## src/rtl/fifo_wr_ctrl.sv

```systemverilog
// Write-domain pointer/flag controller for the async FIFO: binary+Gray write
// pointer, two-flop read-pointer synchronizer, registered full/almost-full/level.
module fifo_wr_ctrl #(
   parameter int A_SIZE    = 3,
   parameter int P_SIZE    = 4,
   parameter int AF_THRESH = 6
) (
   input  logic              w_clk,
   input  logic              w_rstn,
   input  logic              w_inc,
   input  logic              w_ovf_clr,
   input  logic [P_SIZE-1:0] r_ptr_gray,
   output logic [A_SIZE-1:0] w_addr,
   output logic [P_SIZE-1:0] w_ptr_gray,
   output logic              w_full,
   output logic              w_almost_full,
   output logic [P_SIZE-1:0] w_level,
   output logic              w_overflow
);

   localparam logic [P_SIZE-1:0] AF_T = P_SIZE'(AF_THRESH);

   logic [P_SIZE-1:0] wbin, wbin_next, wgray_next;
   logic [P_SIZE-1:0] rq1, rq2, rbin, level_next, full_pat;
   logic              accept;

   assign accept     = w_inc & ~w_full;
   assign wbin_next  = wbin + {{(P_SIZE-1){1'b0}}, accept};
   assign wgray_next = wbin_next ^ (wbin_next >> 1);
   assign w_addr     = wbin[A_SIZE-1:0];

   // Each binary bit is the XOR of all Gray bits at or above it.
   always_comb begin
      rbin = '0;
      for (int i = 0; i < P_SIZE; i++)
         rbin[i] = ^(rq2 >> i);
   end

   assign level_next = wbin_next - rbin;
   // Full when the write pointer is one lap ahead: top two Gray bits inverted.
   assign full_pat   = {~rq2[P_SIZE-1:P_SIZE-2], rq2[P_SIZE-3:0]};

   always_ff @(posedge w_clk or negedge w_rstn) begin
      if (!w_rstn) begin
         rq1 <= '0;
         rq2 <= '0;
      end else begin
         rq1 <= r_ptr_gray;
         rq2 <= rq1;
      end
   end

   always_ff @(posedge w_clk or negedge w_rstn) begin
      if (!w_rstn) begin
         wbin          <= '0;
         w_ptr_gray    <= '0;
         w_full        <= 1'b0;
         w_almost_full <= 1'b0;
         w_level       <= '0;
         w_overflow    <= 1'b0;
      end else begin
         wbin          <= wbin_next;
         w_ptr_gray    <= wgray_next;
         w_full        <= (wgray_next == full_pat);
         w_almost_full <= (level_next >= AF_T);
         w_level       <= level_next;
         // Set has priority over clear so a same-cycle overflow is never lost.
         w_overflow    <= (w_inc & w_full) | (w_overflow & ~w_ovf_clr);
      end
   end

endmodule

```

## config.mk

```make
export PLATFORM = sky130hd
export DESIGN_NAME = fifo_wr_ctrl
export DESIGN_NICKNAME = d
export VERILOG_FILES = /design/src/rtl/fifo_wr_ctrl.sv
export SDC_FILE = /design/constraint.sdc
export NUM_CORES = 1
export LEC_CHECK = 0
export CORE_UTILIZATION = 46
export DETAILED_ROUTE_END_ITERATION = 8
export PLACE_DENSITY_LB_ADDON = 0.3
export RECOVER_POWER = 100
export SYNTH_ARGS = -nofsm -noshare
export SYNTH_HDL_FRONTEND = slang
export SYNTH_SLANG_ARGS = --single-unit
```

## constraint.sdc

```tcl
create_clock -name w_clk -period 2.45 [get_ports w_clk]
set_input_delay 0.245 -clock w_clk [delete_from_list [all_inputs] [get_ports w_clk]]
set_output_delay 0.245 -clock w_clk [all_outputs]
set_load 0.01 [all_outputs]
```

# [Word level (Yosys, flattened, before mapping)]
# Index checks and enable logic that the tools add are counted.
[op_classes] addsub=2 n_lt_le_gt_ge=1 n_eq_ne=1 bitwise=8 reduce_logical=4
[op_table] cell="4-bit XOR reduction" n=4
[op_table] cell="4-bit by 1-bit adder with 4-bit output" n=1
[op_table] cell="4-bit equality test" n=1
[op_table] cell="4-bit by 3-bit >= comparator with 1-bit output (second input constant)" n=1
[op_table] cell="4-bit subtractor" n=1
[op_table] cell="4-bit by 3-bit bitwise XOR with 4-bit output" n=1
[op_table] cell="1-bit AND" n=3
[op_table] cell="1-bit inverter" n=2
[op_table] cell="2-bit inverter" n=1
[op_table] cell="1-bit bitwise OR" n=1
[word_totals] reg_bits=23 inputBits=8 output_inout_bits=14 word_cells=24

# [Depth between registers and ports, before layout]
# Gate-level depths: netlist (run 1).
[depth] depth_word=5 ltp_mapped=10

# [Worst setup path after synthesis (run 1)]
# Ideal clock, no wire load.
[synth_timing] kind="reg2reg" from="register w_full" to="register w_almost_full" setup_time_ns=0.118 t_arrival_ns=2.143 required_ns=2.332 path_slack_ns=0.189 path_stages_with_launch=11 n_path_buf=0 cell_sequence="dfrtp_1 > nor2b_1 > ha_1 > ha_1 > xnor2_2 > inv_1 > ha_1 > nand2_1 > o21ai_0 > xor3_1 > a21o_1"
[synth_between] elab_chain_cells=5
[synth_rtl] item="start, declared" line_no="15" source="output logic w_full,"
[synth_rtl] item="start signal, assigned" line_no="64" source="w_full <= (wgray_next == full_pat);"
[synth_rtl] item="1-bit inverter" line_no="27" source="assign accept = w_inc & ~w_full;"
[synth_rtl] item="1-bit AND" line_no="27"
[synth_rtl] item="4-bit by 1-bit adder with 4-bit output" line_no="28" source="assign wbin_next = wbin + {{(P_SIZE-1){1'b0}}, accept};"
[synth_rtl] item="via wbin_next[2]" line_no="23" source="logic [P_SIZE-1:0] wbin, wbin_next, wgray_next;"
[synth_rtl] item="4-bit subtractor" line_no="39" source="assign level_next = wbin_next - rbin;"
[synth_rtl] item="via level_next[3]" line_no="24" source="logic [P_SIZE-1:0] rq1, rq2, rbin, level_next, full_pat;"
[synth_rtl] item="4-bit by 3-bit >= comparator with 1-bit output" line_no="65" source="w_almost_full <= (level_next >= AF_T);"
[synth_rtl] item="end signal, assigned" line_no="65"
[synth_rtl] item="end, declared" line_no="16" source="output logic w_almost_full,"
# The timed path passes the listed nets, and every way through them passes these cells.

# [Worst setup path in the final report (run 1)]
[layout_timing] from="input w_inc" to="register w_almost_full"
[layout_between] elab_chain_cells=4
[layout_rtl] item="start, declared" line_no="10" source="input logic w_inc,"
[layout_rtl] item="1-bit AND" line_no="27"
[layout_rtl] item="4-bit by 1-bit adder with 4-bit output" line_no="28"
[layout_rtl] item="via wbin_next[2]" line_no="23"
[layout_rtl] item="4-bit subtractor" line_no="39"
[layout_rtl] item="via level_next[3]" line_no="24"
[layout_rtl] item="4-bit by 3-bit >= comparator with 1-bit output" line_no="65"
# The timed path passes the listed nets, and every way through them passes these cells.

==> run_summary.xml, run 1 <==
<?xml version="1.0" encoding="UTF-8"?>
<metrics>
  <group name="global_routing">
    <metric name="groute.usage.overall" unit="%">15.0</metric>
    <metric name="global_route_wire_length_before_repair" unit="um">2100</metric>
    <metric name="global_route.overflow_total" unit="">0</metric>
    <metric name="antenna_found_initial" unit="">0</metric>
    <metric name="grt_max_degree" unit="">23</metric>
    <metric name="grt_pass1_vias" unit="">516</metric>
  </group>
  <group name="floorplan">
    <metric name="die-width" unit="um">45.5</metric>
    <metric name="design.die.area" unit="um2">2070</metric>
    <metric name="ios" unit="">22</metric>
    <metric name="rows" unit="">15</metric>
    <metric name="floorplan.initialDensity" unit="%">49.9</metric>
    <metric name="die-height" unit="um">45.5</metric>
    <metric name="placeableCoreArea" unit="um2">1750</metric>
  </group>
  <group name="worst_setup_path">
    <metric name="critical_path.max_fanout" unit="">3</metric>
    <metric name="critical_path_class" unit="">input port to flip-flop</metric>
    <metric name="cp.buffers_inverters" unit="">2</metric>
    <metric name="critical_path.endpoint_type" unit="">flip-flop</metric>
    <metric name="worst_ep_required_time" unit="ns">2.64</metric>
    <metric name="worst_setup_path_start_kind" unit="">input port</metric>
    <metric name="crit_arrival" unit="ns">2.49</metric>
    <metric name="path_delay_family" unit="">adder cells</metric>
    <metric name="critPathMostFrequentCell" unit="">sky130_fd_sc_hd__ha_1</metric>
    <metric name="peak_per_stage_delay_on_the_critical_path" unit="ns">0.42</metric>
    <metric name="timing.critical_path.cells" unit="">clkdlybuf4s50_1 &gt; nor2b_1 &gt; ha_1 &gt; ha_1 &gt; xnor2_2 &gt; inv_1 &gt; ha_1 &gt; nand2_1 &gt; o21ai_0 &gt; xor3_1 &gt; a21o_1</metric>
    <metric name="critical-path-slowest-cell" unit="">sky130_fd_sc_hd__clkdlybuf4s50_1</metric>
  </group>
  <group name="timing">
    <metric name="finalHoldViolations" unit="">0</metric>
    <metric name="timing_limited_maximum_frequency" unit="GHz">0.435</metric>
    <metric name="period_minus_slack" unit="ns">2.30</metric>
    <metric name="grt_setup_unrepaired" unit="">no</metric>
    <metric name="final-max-slew-violation-count" unit="">0</metric>
    <metric name="slew_headroom" unit="%">26.9</metric>
    <metric name="fin_skew" unit="ns">0.00563</metric>
    <metric name="finalSetupViolations" unit="">0</metric>
    <metric name="worst-slew-pin-transition" unit="ns">1.10</metric>
    <metric name="post-route-worst-setup-slack" unit="ns">0.149</metric>
    <metric name="final.period_utilization" unit="%">93.9</metric>
  </group>
  <group name="clocking">
    <metric name="root_buffer" unit="">sky130_fd_sc_hd__clkbuf_4</metric>
    <metric name="cts-htree-levels" unit="">1</metric>
    <metric name="post_cts_resize_count" unit="">0</metric>
    <metric name="clk_path_buf_depth" unit="">2</metric>
    <metric name="clock_sinks" unit="">22</metric>
    <metric name="numCtsBuffers" unit="">3</metric>
    <metric name="postCtsSetupBuffers" unit="">0</metric>
    <metric name="postCtsHoldBufs" unit="">0</metric>
    <metric name="clkSlewWorstSetupHoldPaths" unit="ns">0.10</metric>
    <metric name="cts_tree" unit="">yes</metric>
    <metric name="clk_latency_worst_skew_pair" unit="ns">0.29</metric>
  </group>
  <group name="power">
    <metric name="power.density_cell_area" unit="nW/um2">1380</metric>
    <metric name="leakagePower" unit="nW">0.540</metric>
    <metric name="vdd.ir_drop.worst" unit="mV">0.672</metric>
  </group>
  <group name="detailed_routing">
    <metric name="number_of_nets_still_failing_antenna_checks_after_routing" unit="">0</metric>
    <metric name="drt-pass1-iter-count" unit="">4</metric>
    <metric name="wirelength" unit="um">1250</metric>
    <metric name="drt_iter0_markers" unit="">2</metric>
    <metric name="post-route-drc-count" unit="">0</metric>
    <metric name="route.vias.total" unit="">534</metric>
    <metric name="drt-wirelength-per-cell" unit="um">10.7</metric>
    <metric name="avgViaCountPerCell" unit="">4.56</metric>
  </group>
  <group name="synth">
    <metric name="ys_ff_latch" unit="">22</metric>
    <metric name="synthesis.instances" unit="">62</metric>
    <metric name="synth_cell_type_count" unit="">16</metric>
    <metric name="synth_warnings" unit="">0</metric>
    <metric name="mappedNetlistArea" unit="um2">871</metric>
    <metric name="net_count_of_the_mapped_netlist" unit="">76</metric>
    <metric name="synthesis.area_per_instance" unit="um2">14.0</metric>
    <metric name="synth.yosys.seq_area_share" unit="%">63.2</metric>
  </group>
  <group name="outcome">
    <metric name="outcome" unit="">finished, final reports clean</metric>
  </group>
  <group name="layout">
    <metric name="most-common-layout-cells" unit="">sky130_fd_sc_hd__dfrtp_1, sky130_fd_sc_hd__dlygate4sd3_1, sky130_fd_sc_hd__inv_1</metric>
    <metric name="regArea" unit="um2">551</metric>
    <metric name="multiInputGateArea" unit="um2">290</metric>
    <metric name="numnets_final" unit="">108</metric>
    <metric name="post-route-util" unit="%">66.5</metric>
    <metric name="layout-area-overhead-vs-synth" unit="%">33.3</metric>
    <metric name="post_route_cells_drive_above_1_share" unit="%">5.43</metric>
    <metric name="diodes" unit="">0</metric>
    <metric name="final_common_cell" unit="">sky130_fd_sc_hd__dfrtp_1</metric>
    <metric name="layout.filler_cells" unit="">140</metric>
  </group>
  <group name="place">
    <metric name="gpl.final_weighted_congestion" unit="">0.702</metric>
    <metric name="place_hpwl" unit="um">976</metric>
    <metric name="i_o_buffers" unit="">21</metric>
    <metric name="dp_slack" unit="ns">-0.135</metric>
  </group>
  <group name="worst_hold_path">
    <metric name="timing.hold.worst.class" unit="">flip-flop to flip-flop</metric>
  </group>
  <group name="run">
    <metric name="maxCapViolCount" unit="">0</metric>
  </group>
</metrics>
synth_stat cells:
master	instances	area (um2)
sky130_fd_sc_hd__dfrtp_1	22	551
sky130_fd_sc_hd__inv_1	8	30.0
sky130_fd_sc_hd__xnor2_1	7	61.3
sky130_fd_sc_hd__ha_1	5	62.6
sky130_fd_sc_hd__xor2_1	4	35.0
sky130_fd_sc_hd__nand3_1	3	15.0
sky130_fd_sc_hd__nand2_1	2	7.51
sky130_fd_sc_hd__o21ai_0	2	10.0
sky130_fd_sc_hd__or3_1	2	12.5
sky130_fd_sc_hd__a21o_1	1	7.51
sky130_fd_sc_hd__a21oi_1	1	5.00
sky130_fd_sc_hd__a22oi_1	1	7.51
sky130_fd_sc_hd__fa_1	1	20.0
sky130_fd_sc_hd__nor2b_1	1	6.26
sky130_fd_sc_hd__xnor2_2	1	16.3
sky130_fd_sc_hd__xor3_1	1	23.8
power breakdown:
part / leakage [nW] / internal [mW] / switching (mW) / total [mW]
clock: 0.0138 / 0.0571 / 0.0954 / 0.153
combinational: 0.265 / 0.471 / 0.432 / 0.904
sequential: 0.260 / 0.503 / 0.0490 / 0.552
total: 0.540 / 1.03 / 0.577 / 1.61
registers in the layout, summed over array words and instances, names as in the netlist:
register       count
w_overflow         1
w_almost_full      1
w_full             1
w_ptr_gray         4
w_level            4
wbin               3
rq2                4
rq1                4
stage by stage:
| step | cells | hold WS, ns | setup TNS, ns | total power [mW] | area, um2 |
|---|---|---|---|---|---|
| after floorplan | 62 | -0.0506 | 0 | 1.12 | 871 |
| after global placement | 114 | 0.333 | -0.0657 | 1.53 | 1160 |
| after detailed placement | 114 | 0.336 | -0.135 | 1.56 | 1160 |
| after CTS | 117 | 0.308 | 0 | 1.72 | 1180 |
| after global routing | 117 | 0.368 | 0 | 1.73 | 1160 |
| final | 117 | 0.358 | 0 | 1.61 | 1160 |
final cells by class:
type | instances | area share (%)
tap | 25 | 2.69
clock buffer | 3 | 1.94
sequential | 22 | 47.4
multi-input combinational | 32 | 25.0
inverter | 8 | 2.59
timing repair buffer | 27 | 20.4
worst register-to-register path: stages (launching register included):
cell                      delay [ns]
sky130_fd_sc_hd__dfrtp_1        0.41
sky130_fd_sc_hd__nor2b_1        0.13
sky130_fd_sc_hd__ha_1           0.18
sky130_fd_sc_hd__ha_1           0.20
sky130_fd_sc_hd__xnor2_2        0.13
sky130_fd_sc_hd__inv_1          0.07
sky130_fd_sc_hd__ha_1           0.32
sky130_fd_sc_hd__nand2_1        0.06
sky130_fd_sc_hd__o21ai_0        0.19
sky130_fd_sc_hd__xor3_1         0.28
sky130_fd_sc_hd__a21o_1         0.17
metal layers:
metal,GRT usage [%],vias to the layer above,part of all wire [%]
li1,-,259,-
met1,16.1,254,41
met2,26.3,17,53
met3,2.38,4,4.6
met4,10.9,0,2.0
met5,0,-,0
final timing paths:
kind	start	to	slack, ns	cells after the start
min in group asynchronous	w_rstn	w_ptr_gray[1]	0.68	2
max reg2reg	w_full	w_almost_full	0.21	10
min	rq1[3]	rq2[3]	0.36	0
max in group asynchronous	w_rstn	rq1[3]	1.12	2
max	w_inc	w_almost_full	0.15	11
min reg2reg	rq1[3]	rq2[3]	0.36	0
cells by family after synthesis:
| kind of cell | share of synthesized area [%] |
|---|---|
| compound gates | 3.45 |
| xor+xnor | 15.7 |
| buf+inv | 3.45 |
| flops | 63.2 |
| simple gates | 4.74 |
| fa+ha+maj | 9.48 |
(Power assumes the default switching activity.)
==> run 2: changes to the inputs <==
SLEW_MARGIN = 20   (was not set)
==> results of run 2 <==
No change in the layout: final DEF, timing and power equal those of run 1.
==> run 3: changes to the inputs <==
--- a/config.mk
+++ b/config.mk
@@ -6,8 +6,10 @@
 export NUM_CORES = 1
 export LEC_CHECK = 0
+export ABC_CLOCK_PERIOD_IN_PS = 2450
 export CORE_UTILIZATION = 46
 export DETAILED_ROUTE_END_ITERATION = 8
 export PLACE_DENSITY_LB_ADDON = 0.3
 export RECOVER_POWER = 100
+export SKIP_LAST_GASP = 1
 export SLEW_MARGIN = 20
 export SYNTH_ARGS = -nofsm -noshare
==> constraint.sdc (replaced) <==
create_clock -name w_clk -period 2.45 [get_ports w_clk]
set_input_delay 0.49 -clock w_clk [delete_from_list [all_inputs] [get_ports w_clk]]
set_output_delay 0.49 -clock w_clk [all_outputs]
set_load 0.01 [all_outputs]
==> run 3 against run 2 <==
  * Utilization up 4.7 points
  * Setup slack worse by 0.035 ns
  * Maximum frequency down 1.5%
  * Combinational power up 16%
  * Clock skew about the same
  * Sequential cell count unchanged
  * Cell count up 2.6%
  * Power up 12%
  * Critical path type unchanged
==> run_summary.xml, run 3 (same netlist as run 1, synthesis figures left out) <==
<?xml version="1.0" encoding="UTF-8"?>
<metrics>
  <group name="timing">
    <metric name="worst-slew-pin-transition" unit="ns">1.08</metric>
    <metric name="final-max-slew-violation-count" unit="">0</metric>
    <metric name="period_minus_slack" unit="ns">2.34</metric>
    <metric name="finalSetupViolations" unit="">0</metric>
    <metric name="grt_setup_unrepaired" unit="">no</metric>
    <metric name="finalHoldViolations" unit="">0</metric>
    <metric name="timing_limited_maximum_frequency" unit="GHz">0.428</metric>
    <metric name="slew_headroom" unit="%">27.8</metric>
    <metric name="fin_skew" unit="ns">0.00611</metric>
    <metric name="hold-worst-slack" unit="ns">0.369</metric>
    <metric name="final.period_utilization" unit="%">95.3</metric>
    <metric name="finalSetupTns" unit="ns">0</metric>
  </group>
  <group name="detailed_routing">
    <metric name="drt_iter0_markers" unit="">5</metric>
    <metric name="wirelength" unit="um">1340</metric>
    <metric name="route.vias.total" unit="">536</metric>
    <metric name="post-route-drc-count" unit="">0</metric>
    <metric name="drt-wirelength-per-cell" unit="um">11.1</metric>
    <metric name="drt-pass1-iter-count" unit="">4</metric>
    <metric name="number_of_nets_still_failing_antenna_checks_after_routing" unit="">0</metric>
    <metric name="avgViaCountPerCell" unit="">4.47</metric>
  </group>
  <group name="floorplan">
    <metric name="placeableCoreArea" unit="um2">1750</metric>
    <metric name="rows" unit="">15</metric>
    <metric name="ios" unit="">22</metric>
    <metric name="design.die.area" unit="um2">2070</metric>
    <metric name="die-height" unit="um">45.5</metric>
    <metric name="floorplan.initialDensity" unit="%">49.9</metric>
    <metric name="die-width" unit="um">45.5</metric>
  </group>
  <group name="layout">
    <metric name="numnets_final" unit="">110</metric>
    <metric name="post-route-util" unit="%">71.2</metric>
    <metric name="diodes" unit="">0</metric>
    <metric name="most-common-layout-cells" unit="">sky130_fd_sc_hd__dfrtp_1, sky130_fd_sc_hd__dlygate4sd3_1, sky130_fd_sc_hd__inv_1</metric>
    <metric name="final_common_cell" unit="">sky130_fd_sc_hd__dfrtp_1</metric>
    <metric name="layout-area-overhead-vs-synth" unit="%">42.7</metric>
    <metric name="regArea" unit="um2">551</metric>
    <metric name="layout.filler_cells" unit="">126</metric>
    <metric name="post_route_cells_drive_above_1_share" unit="%">14.7</metric>
    <metric name="post_layout_nonfiller_instances" unit="">120</metric>
    <metric name="multiInputGateArea" unit="um2">335</metric>
  </group>
  <group name="clocking">
    <metric name="numCtsBuffers" unit="">3</metric>
    <metric name="clock_sinks" unit="">22</metric>
    <metric name="cts_tree" unit="">yes</metric>
    <metric name="clk_latency_worst_skew_pair" unit="ns">0.31</metric>
    <metric name="root_buffer" unit="">sky130_fd_sc_hd__clkbuf_4</metric>
    <metric name="postCtsHoldBufs" unit="">0</metric>
    <metric name="clkSlewWorstSetupHoldPaths" unit="ns">0.11</metric>
    <metric name="clk_path_buf_depth" unit="">2</metric>
    <metric name="cts-htree-levels" unit="">1</metric>
  </group>
  <group name="place">
    <metric name="place_hpwl" unit="um">1060</metric>
    <metric name="gpl.final_weighted_congestion" unit="">0.763</metric>
    <metric name="dp_cells" unit="">115</metric>
    <metric name="i_o_buffers" unit="">21</metric>
  </group>
  <group name="worst_hold_path">
    <metric name="min_path_cells" unit="">0</metric>
    <metric name="timing.hold.worst.class" unit="">flip-flop to flip-flop</metric>
  </group>
  <group name="power">
    <metric name="leakagePower" unit="nW">0.568</metric>
    <metric name="power.density_cell_area" unit="nW/um2">1460</metric>
    <metric name="vdd.ir_drop.worst" unit="mV">0.859</metric>
    <metric name="total_power" unit="mW">1.81</metric>
  </group>
  <group name="global_routing">
    <metric name="grt_pass1_vias" unit="">544</metric>
    <metric name="global_route.overflow_total" unit="">0</metric>
    <metric name="grt_max_degree" unit="">23</metric>
    <metric name="antenna_found_initial" unit="">0</metric>
    <metric name="groute.usage.overall" unit="%">16.1</metric>
    <metric name="global_route_wire_length_before_repair" unit="um">2190</metric>
  </group>
  <group name="worst_setup_path">
    <metric name="worst_ep_required_time" unit="ns">2.66</metric>
    <metric name="critical_path_class" unit="">input port to flip-flop</metric>
    <metric name="critical_path.endpoint_type" unit="">flip-flop</metric>
    <metric name="critical_path.max_fanout" unit="">3</metric>
    <metric name="worst_setup_path_start_kind" unit="">input port</metric>
    <metric name="rr_worst_depth" unit="">7</metric>
    <metric name="crit_arrival" unit="ns">2.55</metric>
  </group>
  <group name="outcome">
    <metric name="outcome" unit="">finished, final reports clean</metric>
  </group>
  <group name="run">
    <metric name="maxCapViolCount" unit="">0</metric>
  </group>
</metrics>
==> run 3: cell count changes in the layout (fill, tap and decap cells not counted), sizes merged <==
cell / before / now
buf: 1 / 4
==> run 3: power breakdown <==
group / total (mW) / internal, mW / switching (mW)
Combinational: 1.05 / 0.577 / 0.469
Clock: 0.194 / 0.0909 / 0.103
Sequential: 0.568 / 0.503 / 0.0648
Total: 1.81 / 1.17 / 0.637
==> run 3: cell type report <==
class	count	area share, %
clock buffers	4	2.92
inverters	8	2.42
multi-input cells	32	27.0
flip-flops and latches	22	44.3
well taps	25	2.52
repair buffers	29	20.8
==> run 3: per-layer routing <==
layer | track usage, % | up-vias | wire [um]
met2 | 27.7 | 20 | 723
met3 | 2.38 | 5 | 62
met4 | 12.7 | 0 | 44
li1 | - | 265 | -
met1 | 17.3 | 246 | 507
met5 | 0 | - | 0
==> run 3: worst paths after layout <==
kind | startpoint | end | slack, ns
min in group asynchronous | w_rstn | wbin[1] | 0.89
hold reg to reg | rq1[3] | rq2[3] | 0.37
max in group asynchronous | w_rstn | w_level[0] | 0.91
setup / recovery | w_inc | w_almost_full | 0.11
setup reg to reg | rq2[3] | w_almost_full | 0.16
hold / removal | rq1[3] | rq2[3] | 0.37
==> run 3: stage by stage <==
| step | setup WS (ns) | instance area, um2 |
|---|---|---|
| after detailed placement | -0.463 | 1160 |
| after CTS | 0.00888 | 1230 |
| after floorplan | 0.0318 | 871 |
| after global placement | -0.321 | 1160 |
| after global routing | 0.0115 | 1240 |
| final | 0.115 | 1240 |
==> run 3: critical path: stages <==
cell and delay, ns:
sky130_fd_sc_hd__clkdlybuf4s50_1 0.44, sky130_fd_sc_hd__nor2b_4 0.15, sky130_fd_sc_hd__ha_4 0.16, sky130_fd_sc_hd__ha_4 0.16, sky130_fd_sc_hd__xnor2_2 0.15, sky130_fd_sc_hd__inv_1 0.11, sky130_fd_sc_hd__ha_4 0.28, sky130_fd_sc_hd__nand2_1 0.05
sky130_fd_sc_hd__o21ai_1 0.13, sky130_fd_sc_hd__xor3_1 0.26, sky130_fd_sc_hd__a21o_1 0.17
==> run 3: repair_timing <==
item / CTS / global route
resized for setup: 5 / 4
endpoints found under the setup margin: 1 / 2
pin swaps: 1 / 0
buffers inserted: 1 / 0
